$ cat src/rtl/ascensor_pkg.sv
// Shared encodings for the elevator dispatcher and the per-car sequencers.
package ascensor_pkg;

  localparam logic [1:0] DIR_NADA   = 2'b00;
  localparam logic [1:0] DIR_ARRIBA = 2'b01;
  localparam logic [1:0] DIR_ABAJO  = 2'b10;

  localparam logic [2:0] DESTINO_NADA = 3'b100;

  localparam logic [1:0] PISO_M1 = 2'd0;
  localparam logic [1:0] PISO_1  = 2'd1;
  localparam logic [1:0] PISO_2  = 2'd2;
  localparam logic [1:0] PISO_3  = 2'd3;

  typedef enum logic [1:0] {
    REPOSO   = 2'd0,
    MOVIENDO = 2'd1,
    PUERTA   = 2'd2
  } estado_cabina_t;

endpackage

$ cat src/rtl/temporizador_ascensor.sv
// Up-counter shared by travel and door dwell. fin is registered and is high
// exactly while the count equals limite, so the sequencer can clear the
// counter on the same edge it acts on the terminal count.
module temporizador_ascensor #(
  parameter int ANCHO_CONT = 27
) (
  input  logic                  clk,
  input  logic                  reset,
  input  logic                  borrar,
  input  logic                  habilitar,
  input  logic [ANCHO_CONT-1:0] limite,
  output logic                  fin
);

  localparam logic [ANCHO_CONT-1:0] UNO = ANCHO_CONT'(1);

  logic [ANCHO_CONT-1:0] cuenta;
  logic [ANCHO_CONT-1:0] cuenta_sig;

  assign cuenta_sig = cuenta + UNO;

  // Count while enabled; clear has priority over counting.
  always_ff @(posedge clk) begin
    if (reset || borrar) begin
      cuenta <= '0;
      fin    <= 1'b0;
    end else if (habilitar) begin
      cuenta <= cuenta_sig;
      fin    <= (cuenta_sig == limite);
    end
  end

endmodule

$ cat src/rtl/control_cabina_ascensor.sv
// Per-car sequencer: accepts a destination from the dispatcher, steps the car
// one floor per travel period, then holds the door open for the dwell time.
//
// state    | meaning
// REPOSO   | idle, door closed, sampling destino_asc for a new request
// MOVIENDO | travelling, floor steps by one every TIEMPO_VIAJE cycles
// PUERTA   | door open, dwell restarts while boton_abrir is held
module control_cabina_ascensor
  import ascensor_pkg::*;
#(
  parameter int         TIEMPO_VIAJE  = 100000000,
  parameter int         TIEMPO_PUERTA = 100000000,
  parameter int         ANCHO_CONT    = 27,
  parameter logic [1:0] PISO_INICIAL  = 2'd0
) (
  input  logic       clk,
  input  logic       reset,
  input  logic [2:0] destino_asc,
  input  logic       boton_abrir,
  output logic [1:0] piso_asc,
  output logic [1:0] direccion_asc,
  output logic       ocupado_asc,
  output logic       puerta_abierta,
  output logic       llegada
);

  localparam logic [ANCHO_CONT-1:0] FIN_VIAJE  = ANCHO_CONT'(TIEMPO_VIAJE - 1);
  localparam logic [ANCHO_CONT-1:0] FIN_PUERTA = ANCHO_CONT'(TIEMPO_PUERTA - 1);

  estado_cabina_t estado, estado_d;
  logic [1:0] objetivo, objetivo_d;
  logic [2:0] ultimo_destino, ultimo_destino_d;
  logic [1:0] piso_d, direccion_d, piso_sig;
  logic       ocupado_d, puerta_d, llegada_d;

  logic                  tmr_borrar, tmr_habilitar, tmr_fin;
  logic [ANCHO_CONT-1:0] tmr_limite;

  // Travel and dwell never overlap, so one counter serves both.
  assign tmr_limite = (estado == PUERTA) ? FIN_PUERTA : FIN_VIAJE;

  temporizador_ascensor #(
    .ANCHO_CONT(ANCHO_CONT)
  ) u_temporizador (
    .clk      (clk),
    .reset    (reset),
    .borrar   (tmr_borrar),
    .habilitar(tmr_habilitar),
    .limite   (tmr_limite),
    .fin      (tmr_fin)
  );

  assign piso_sig = (direccion_asc == DIR_ARRIBA) ? piso_asc + 2'd1 : piso_asc - 2'd1;

  // State and all outputs are registered; reset snaps the car to the home floor.
  always_ff @(posedge clk) begin
    if (reset) begin
      estado         <= REPOSO;
      objetivo       <= PISO_INICIAL;
      ultimo_destino <= DESTINO_NADA;
      piso_asc       <= PISO_INICIAL;
      direccion_asc  <= DIR_NADA;
      ocupado_asc    <= 1'b0;
      puerta_abierta <= 1'b0;
      llegada        <= 1'b0;
    end else begin
      estado         <= estado_d;
      objetivo       <= objetivo_d;
      ultimo_destino <= ultimo_destino_d;
      piso_asc       <= piso_d;
      direccion_asc  <= direccion_d;
      ocupado_asc    <= ocupado_d;
      puerta_abierta <= puerta_d;
      llegada        <= llegada_d;
    end
  end

  // Next-state and next-output decode.
  always_comb begin
    estado_d         = estado;
    objetivo_d       = objetivo;
    ultimo_destino_d = ultimo_destino;
    piso_d           = piso_asc;
    direccion_d      = direccion_asc;
    ocupado_d        = ocupado_asc;
    puerta_d         = puerta_abierta;
    llegada_d        = 1'b0;
    tmr_borrar       = 1'b0;
    tmr_habilitar    = 1'b0;

    case (estado)
      REPOSO: begin
        tmr_borrar = 1'b1;
        ocupado_d  = 1'b0;
        // The dispatcher holds its output, so only a changed value is a request.
        if (!destino_asc[2] && (destino_asc != ultimo_destino)) begin
          ultimo_destino_d = destino_asc;
          objetivo_d       = destino_asc[1:0];
          ocupado_d        = 1'b1;
          if (destino_asc[1:0] == piso_asc) begin
            estado_d    = PUERTA;
            direccion_d = DIR_NADA;
            puerta_d    = 1'b1;
            llegada_d   = 1'b1;
          end else begin
            estado_d    = MOVIENDO;
            direccion_d = (destino_asc[1:0] > piso_asc) ? DIR_ARRIBA : DIR_ABAJO;
          end
        end
      end

      MOVIENDO: begin
        tmr_habilitar = 1'b1;
        if (tmr_fin) begin
          tmr_borrar = 1'b1;
          piso_d     = piso_sig;
          if (piso_sig == objetivo) begin
            estado_d    = PUERTA;
            direccion_d = DIR_NADA;
            puerta_d    = 1'b1;
            llegada_d   = 1'b1;
          end
        end
      end

      PUERTA: begin
        tmr_habilitar = 1'b1;
        if (boton_abrir) begin
          tmr_borrar = 1'b1;
        end else if (tmr_fin) begin
          tmr_borrar = 1'b1;
          estado_d   = REPOSO;
          puerta_d   = 1'b0;
          ocupado_d  = 1'b0;
        end
      end

      default: begin
        estado_d = REPOSO;
      end
    endcase
  end

  // The target is always inside 0..3 and travel is towards it, so a floor
  // step past either end means the sequencing logic is broken.
  a_piso_en_rango: assert property (@(posedge clk) disable iff (reset)
    (estado == MOVIENDO && tmr_fin) |->
      !((direccion_asc == DIR_ARRIBA && piso_asc == PISO_3) ||
        (direccion_asc == DIR_ABAJO  && piso_asc == PISO_M1)));

endmodule

$ cat config.mk
export PLATFORM = sky130hd
export DESIGN_NAME = control_cabina_ascensor
export DESIGN_NICKNAME = d
export VERILOG_FILES = /design/src/rtl/ascensor_pkg.sv /design/src/rtl/temporizador_ascensor.sv /design/src/rtl/control_cabina_ascensor.sv
export SDC_FILE = /design/constraint.sdc
export NUM_CORES = 1
export LEC_CHECK = 0
export ABC_AREA = 1
export BUFFER_PORTS_ARGS = -buffer_cell sky130_fd_sc_hd__buf_2
export CAP_MARGIN = 25
export CELL_PAD_IN_SITES_DETAIL_PLACEMENT = 0
export CELL_PAD_IN_SITES_GLOBAL_PLACEMENT = 1
export CORE_AREA = 2 2 81 83
export DETAILED_ROUTE_END_ITERATION = 12
export DIE_AREA = 0 0 83 85
export GPL_TIMING_DRIVEN = 0
export PLACE_DENSITY = 0.8
export SETUP_SLACK_MARGIN = 0.5
export SLEW_MARGIN = 20
export SYNTH_ARGS = -nofsm -noshare
export SYNTH_HDL_FRONTEND = slang
export SYNTH_SLANG_ARGS = --single-unit
$ cat constraint.sdc
create_clock -name clk -period 2 [get_ports clk]
set_clock_uncertainty 0.15 [all_clocks]
set_input_delay 0.1 -clock clk [delete_from_list [all_inputs] [get_ports clk]]
set_output_delay 0.1 -clock clk [all_outputs]
set_load 0.02 [all_outputs]
==> impl_metrics.json <==
{
  "yosysSeqAreaShare_pct": 31.1,
  "post-route-period-util_pct": 97.8,
  "remaining_number_of_nets_flagged_by_the_antenna_check_after_routing": 0,
  "route.detailed.drc": 0,
  "cp_data_required_time_ns": 2.09,
  "hold_ws_ns": 0.0154,
  "maxCapViolations": 0,
  "worstHoldPathType": "in2reg",
  "vias_per_cell": 5.17,
  "cts_tree": "done",
  "initial_cell_density_of_the_core_pct": 41.5,
  "ios": 13,
  "power.ir.vdd_worst_uv": 887,
  "internal_portion_of_total_power_mw": 2.33,
  "syn-num-nets": 416,
  "seqCellArea_um2": 843,
  "vias": 2721,
  "wirelength_um": 7560,
  "worstSkewPairLatency_ns": 0.30,
  "netlist_area_um2": 2570,
  "finalWeightedCongestion": 0.861,
  "crit-reg2reg-launch": "u_temporizador.cuenta[1]$_SDFFE_PP0P_",
  "synth_seq_cells": 40,
  "numCtsBuffers": 5,
  "synth_top_area_share_pct": 31.1,
  "power-per-cell-area_nw_per_um2": 1170,
  "grt_setup_unrepaired": "yes",
  "timing.max_slew.rel_slack_pct": 72.4,
  "post_route_design_area_um2": 3630,
  "clk_pin_slew_ns": 0.09,
  "power_frac_seq_pct": 27.2,
  "detail_route.first_pass.iterations": 4,
  "area_delta_synth_final_pct": 41.1,
  "clock_sink_count": 40,
  "grt_start_max_net_pins": 13,
  "run_status": "completed",
  "finish.cell_count_without_fillers": 526,
  "grt_overflow_total": 0,
  "worst-slew-pin-transition_ns": 0.414,
  "post-synth-top-area-cell": "sky130_fd_sc_hd__dfxtp_1",
  "netlist_instances": 402,
  "die_area_um2": 7060,
  "layout.cells.most_common": "sky130_fd_sc_hd__nand2_1",
  "share_clk_of_total_power_pct": 16.1,
  "overall_power_of_the_completed_layout_mw": 4.25,
  "critical_path.max_fanout": 6,
  "worst_slack_ns": 0.0440,
  "reg2reg_depth": 13,
  "setup.worst_path.end_class": "flop",
  "final_core_utilization_pct": 58.5,
  "dieHeight_um": 85,
  "multi_input_area_um2": 1950,
  "critPathLaunchType": "flop",
  "routedWlPerCell_um": 14.4,
  "timing.fmax_mhz": 511,
  "timing_hold_violations_final": 0,
  "placement.setup.worst_slack_ns": -0.0424,
  "regToRegEndpoint": "u_temporizador.fin$_SDFFE_PP0P_",
  "placed_insts": 491,
  "min_delay_path_depth": 5,
  "fillers": 616,
  "ys_types": 29,
  "timing.hold.worst_endpoint": "ultimo_destino[2]$_SDFFE_PP1P_",
  "yosysWarnings": 0,
  "cellLeakagePower_nw": 1.43,
  "insertedDiodeCount": 0,
  "portBuffers": 12,
  "total_number_of_nets_in_the_final_design": 462,
  "postPlaceCellArea_um2": 2850,
  "setup_viol": 0,
  "fp.dieW_um": 83,
  "switching_share_pct": 45.1,
  "setup_total_negative_slack_ns": 0,
  "row_count": 29,
  "globalRouteTotalUtil_pct": 21.4,
  "drtIter0Drc": 98,
  "p_comb_share_pct": 56.7,
  "grt_pass1_vias": 2661,
  "synth_area_leaders": "sky130_fd_sc_hd__dfxtp_1 (31%), sky130_fd_sc_hd__nand2_1 (16%), sky130_fd_sc_hd__inv_1 (7.3%), sky130_fd_sc_hd__nor2_1 (7.0%), sky130_fd_sc_hd__a21oi_1 (6.2%)",
  "hold_path_startpoint": "destino_asc[2]",
  "final_layout_size_suffix_gt1_share_pct": 40.1,
  "top_library_cells_by_usage_in_the_layout_fill_and_taps_aside": "sky130_fd_sc_hd__nand2_1 (90), sky130_fd_sc_hd__inv_1 (43), sky130_fd_sc_hd__nor2_1 (34)",
  "max-clock-path-buffers": 2,
  "htree_num_levels": 2,
  "hpwl_um": 5110,
  "core_area_um2": 6200,
  "net_load_switching_power_mw": 1.92,
  "timing_max_transition_violations_final": 0,
  "cts-root-buf": "sky130_fd_sc_hd__clkbuf_8",
  "first_pass_grt_wire_length_um": 12100,
  "path_class": "reg2reg",
  "min_period_ns": 1.96,
  "syn_avg_cell_area_um2": 6.40,
  "antenna_found_initial": 0,
  "r2r_setup_slack_ns": 0.04,
  "timing.critical_path.arrival_ns": 2.05
}
==> critical path, cell delays in order, from the launching register on <==
cell                      delay (ns)
sky130_fd_sc_hd__dfxtp_4        0.37
sky130_fd_sc_hd__ha_4           0.18
sky130_fd_sc_hd__nand2_4        0.08
sky130_fd_sc_hd__nor2_4         0.06
sky130_fd_sc_hd__buf_4          0.14
sky130_fd_sc_hd__nand2_2        0.05
sky130_fd_sc_hd__nand3_1        0.07
sky130_fd_sc_hd__nor2_2         0.16
sky130_fd_sc_hd__nand3_1        0.10
sky130_fd_sc_hd__nor2_1         0.10
sky130_fd_sc_hd__nand2_1        0.07
sky130_fd_sc_hd__nor2_2         0.15
sky130_fd_sc_hd__nand3_2        0.08
sky130_fd_sc_hd__a21oi_2        0.13
==> routing by layer <==
| metal | global-route usage [%] | share of wire [%] |
|---|---|---|
| met1 | 24.6 | 43 |
| met2 | 39.7 | 51 |
| met3 | 3.79 | 3.9 |
| met4 | 7.60 | 1.9 |
| met5 | 0 | 0 |
==> logic make-up (layout without fill, tap and decap cells) <==
group / after synthesis / count (layout) / synth area share, %
buf+inv: 59 / 106 / 8.61
simple gates: 216 / 216 / 38.0
fa+ha+maj: 8 / 8 / 3.89
compound gates: 70 / 70 / 15.3
flops: 40 / 40 / 31.1
xor+xnor: 9 / 9 / 3.06
==> cells in the mapped netlist <==
cell and count:
sky130_fd_sc_hd__a211oi_1 5, sky130_fd_sc_hd__o21bai_1 2, sky130_fd_sc_hd__nand2_2 6, sky130_fd_sc_hd__inv_2 1
sky130_fd_sc_hd__clkbuf_1 7, sky130_fd_sc_hd__nor2_1 48, sky130_fd_sc_hd__nand2_1 107, sky130_fd_sc_hd__a21oi_2 1
sky130_fd_sc_hd__nand3b_1 1, sky130_fd_sc_hd__o21bai_2 1, sky130_fd_sc_hd__xnor2_1 3, sky130_fd_sc_hd__inv_1 50
sky130_fd_sc_hd__dfxtp_1 40, sky130_fd_sc_hd__nor3_1 1, sky130_fd_sc_hd__a31o_2 1, sky130_fd_sc_hd__nand2_4 2
sky130_fd_sc_hd__nor2_2 5, sky130_fd_sc_hd__or2_2 1, sky130_fd_sc_hd__nand3_1 26, sky130_fd_sc_hd__o211ai_1 3
sky130_fd_sc_hd__clkinv_1 1, sky130_fd_sc_hd__nor2_4 6, sky130_fd_sc_hd__o21ai_0 24, sky130_fd_sc_hd__o22a_1 1
sky130_fd_sc_hd__nand4_1 11, sky130_fd_sc_hd__a21oi_1 32, sky130_fd_sc_hd__ha_1 8, sky130_fd_sc_hd__xor2_1 6
sky130_fd_sc_hd__nand3_2 2
==> registers in the layout, summed over array words and instances, names as in the netlist <==
name                   count
estado                     2
llegada                    1
puerta_abierta             1
ultimo_destino             2
objetivo                   1
u_temporizador.cuenta     27
u_temporizador.fin         1
ocupado_asc                1
piso_asc                   2
direccion_asc              2
==> area by class of cell <==
| type | instances | share of cell area [%] |
|---|---|---|
| clock inverters | 2 | 0.966 |
| plain buffers | 7 | 2.90 |
| inverters | 52 | 6.07 |
| flip-flops and latches | 40 | 23.2 |
| repair buffers | 39 | 8.48 |
| clock buffers | 6 | 2.00 |
| well taps | 77 | 2.66 |
| multi-input cells | 303 | 53.7 |
==> power groups by stage <==
stage          Sequential, mW  Clock [mW]  Combinational [mW]
2_1_floorplan            1.14           0                1.12
3_3_place_gp             1.14           0                1.57
3_5_place_dp             1.14           0                1.58
4_1_cts                  1.12       0.691                2.00
5_1_grt                  1.18       0.729                2.59
6_report                 1.16       0.683                2.41
==> repair_timing <==
action / 4_1_cts / 5_1_grt
endpoints found under the hold margin: 7 / 0
gates cloned: 1 / 0
gates resized for setup: 45 / 102
buffers inserted: 17 / 6
setup endpoints to repair: 34 / 36
hold buffers: 3 / 0
pin swaps: 23 / 20
==> worst max-delay path by stage <==
stage / startpoint / endpoint / slack, ns / cells after the start
after global placement: u_temporizador.cuenta[0]$_SDFFE_PP0P_ / u_temporizador.fin$_SDFFE_PP0P_ / -0.008 / 13
after global routing: u_temporizador.cuenta[1]$_SDFFE_PP0P_ / u_temporizador.fin$_SDFFE_PP0P_ / -0.07 / 13
after detailed placement: u_temporizador.cuenta[0]$_SDFFE_PP0P_ / u_temporizador.fin$_SDFFE_PP0P_ / -0.04 / 13
final: u_temporizador.cuenta[1]$_SDFFE_PP0P_ / u_temporizador.fin$_SDFFE_PP0P_ / 0.04 / 13
after CTS: u_temporizador.cuenta[1]$_SDFFE_PP0P_ / u_temporizador.fin$_SDFFE_PP0P_ / 0.09 / 13
after floorplan: u_temporizador.cuenta[0]$_SDFFE_PP0P_ / u_temporizador.fin$_SDFFE_PP0P_ / 0.30 / 13
No activity file was read; power rests on OpenSTA's default activity.
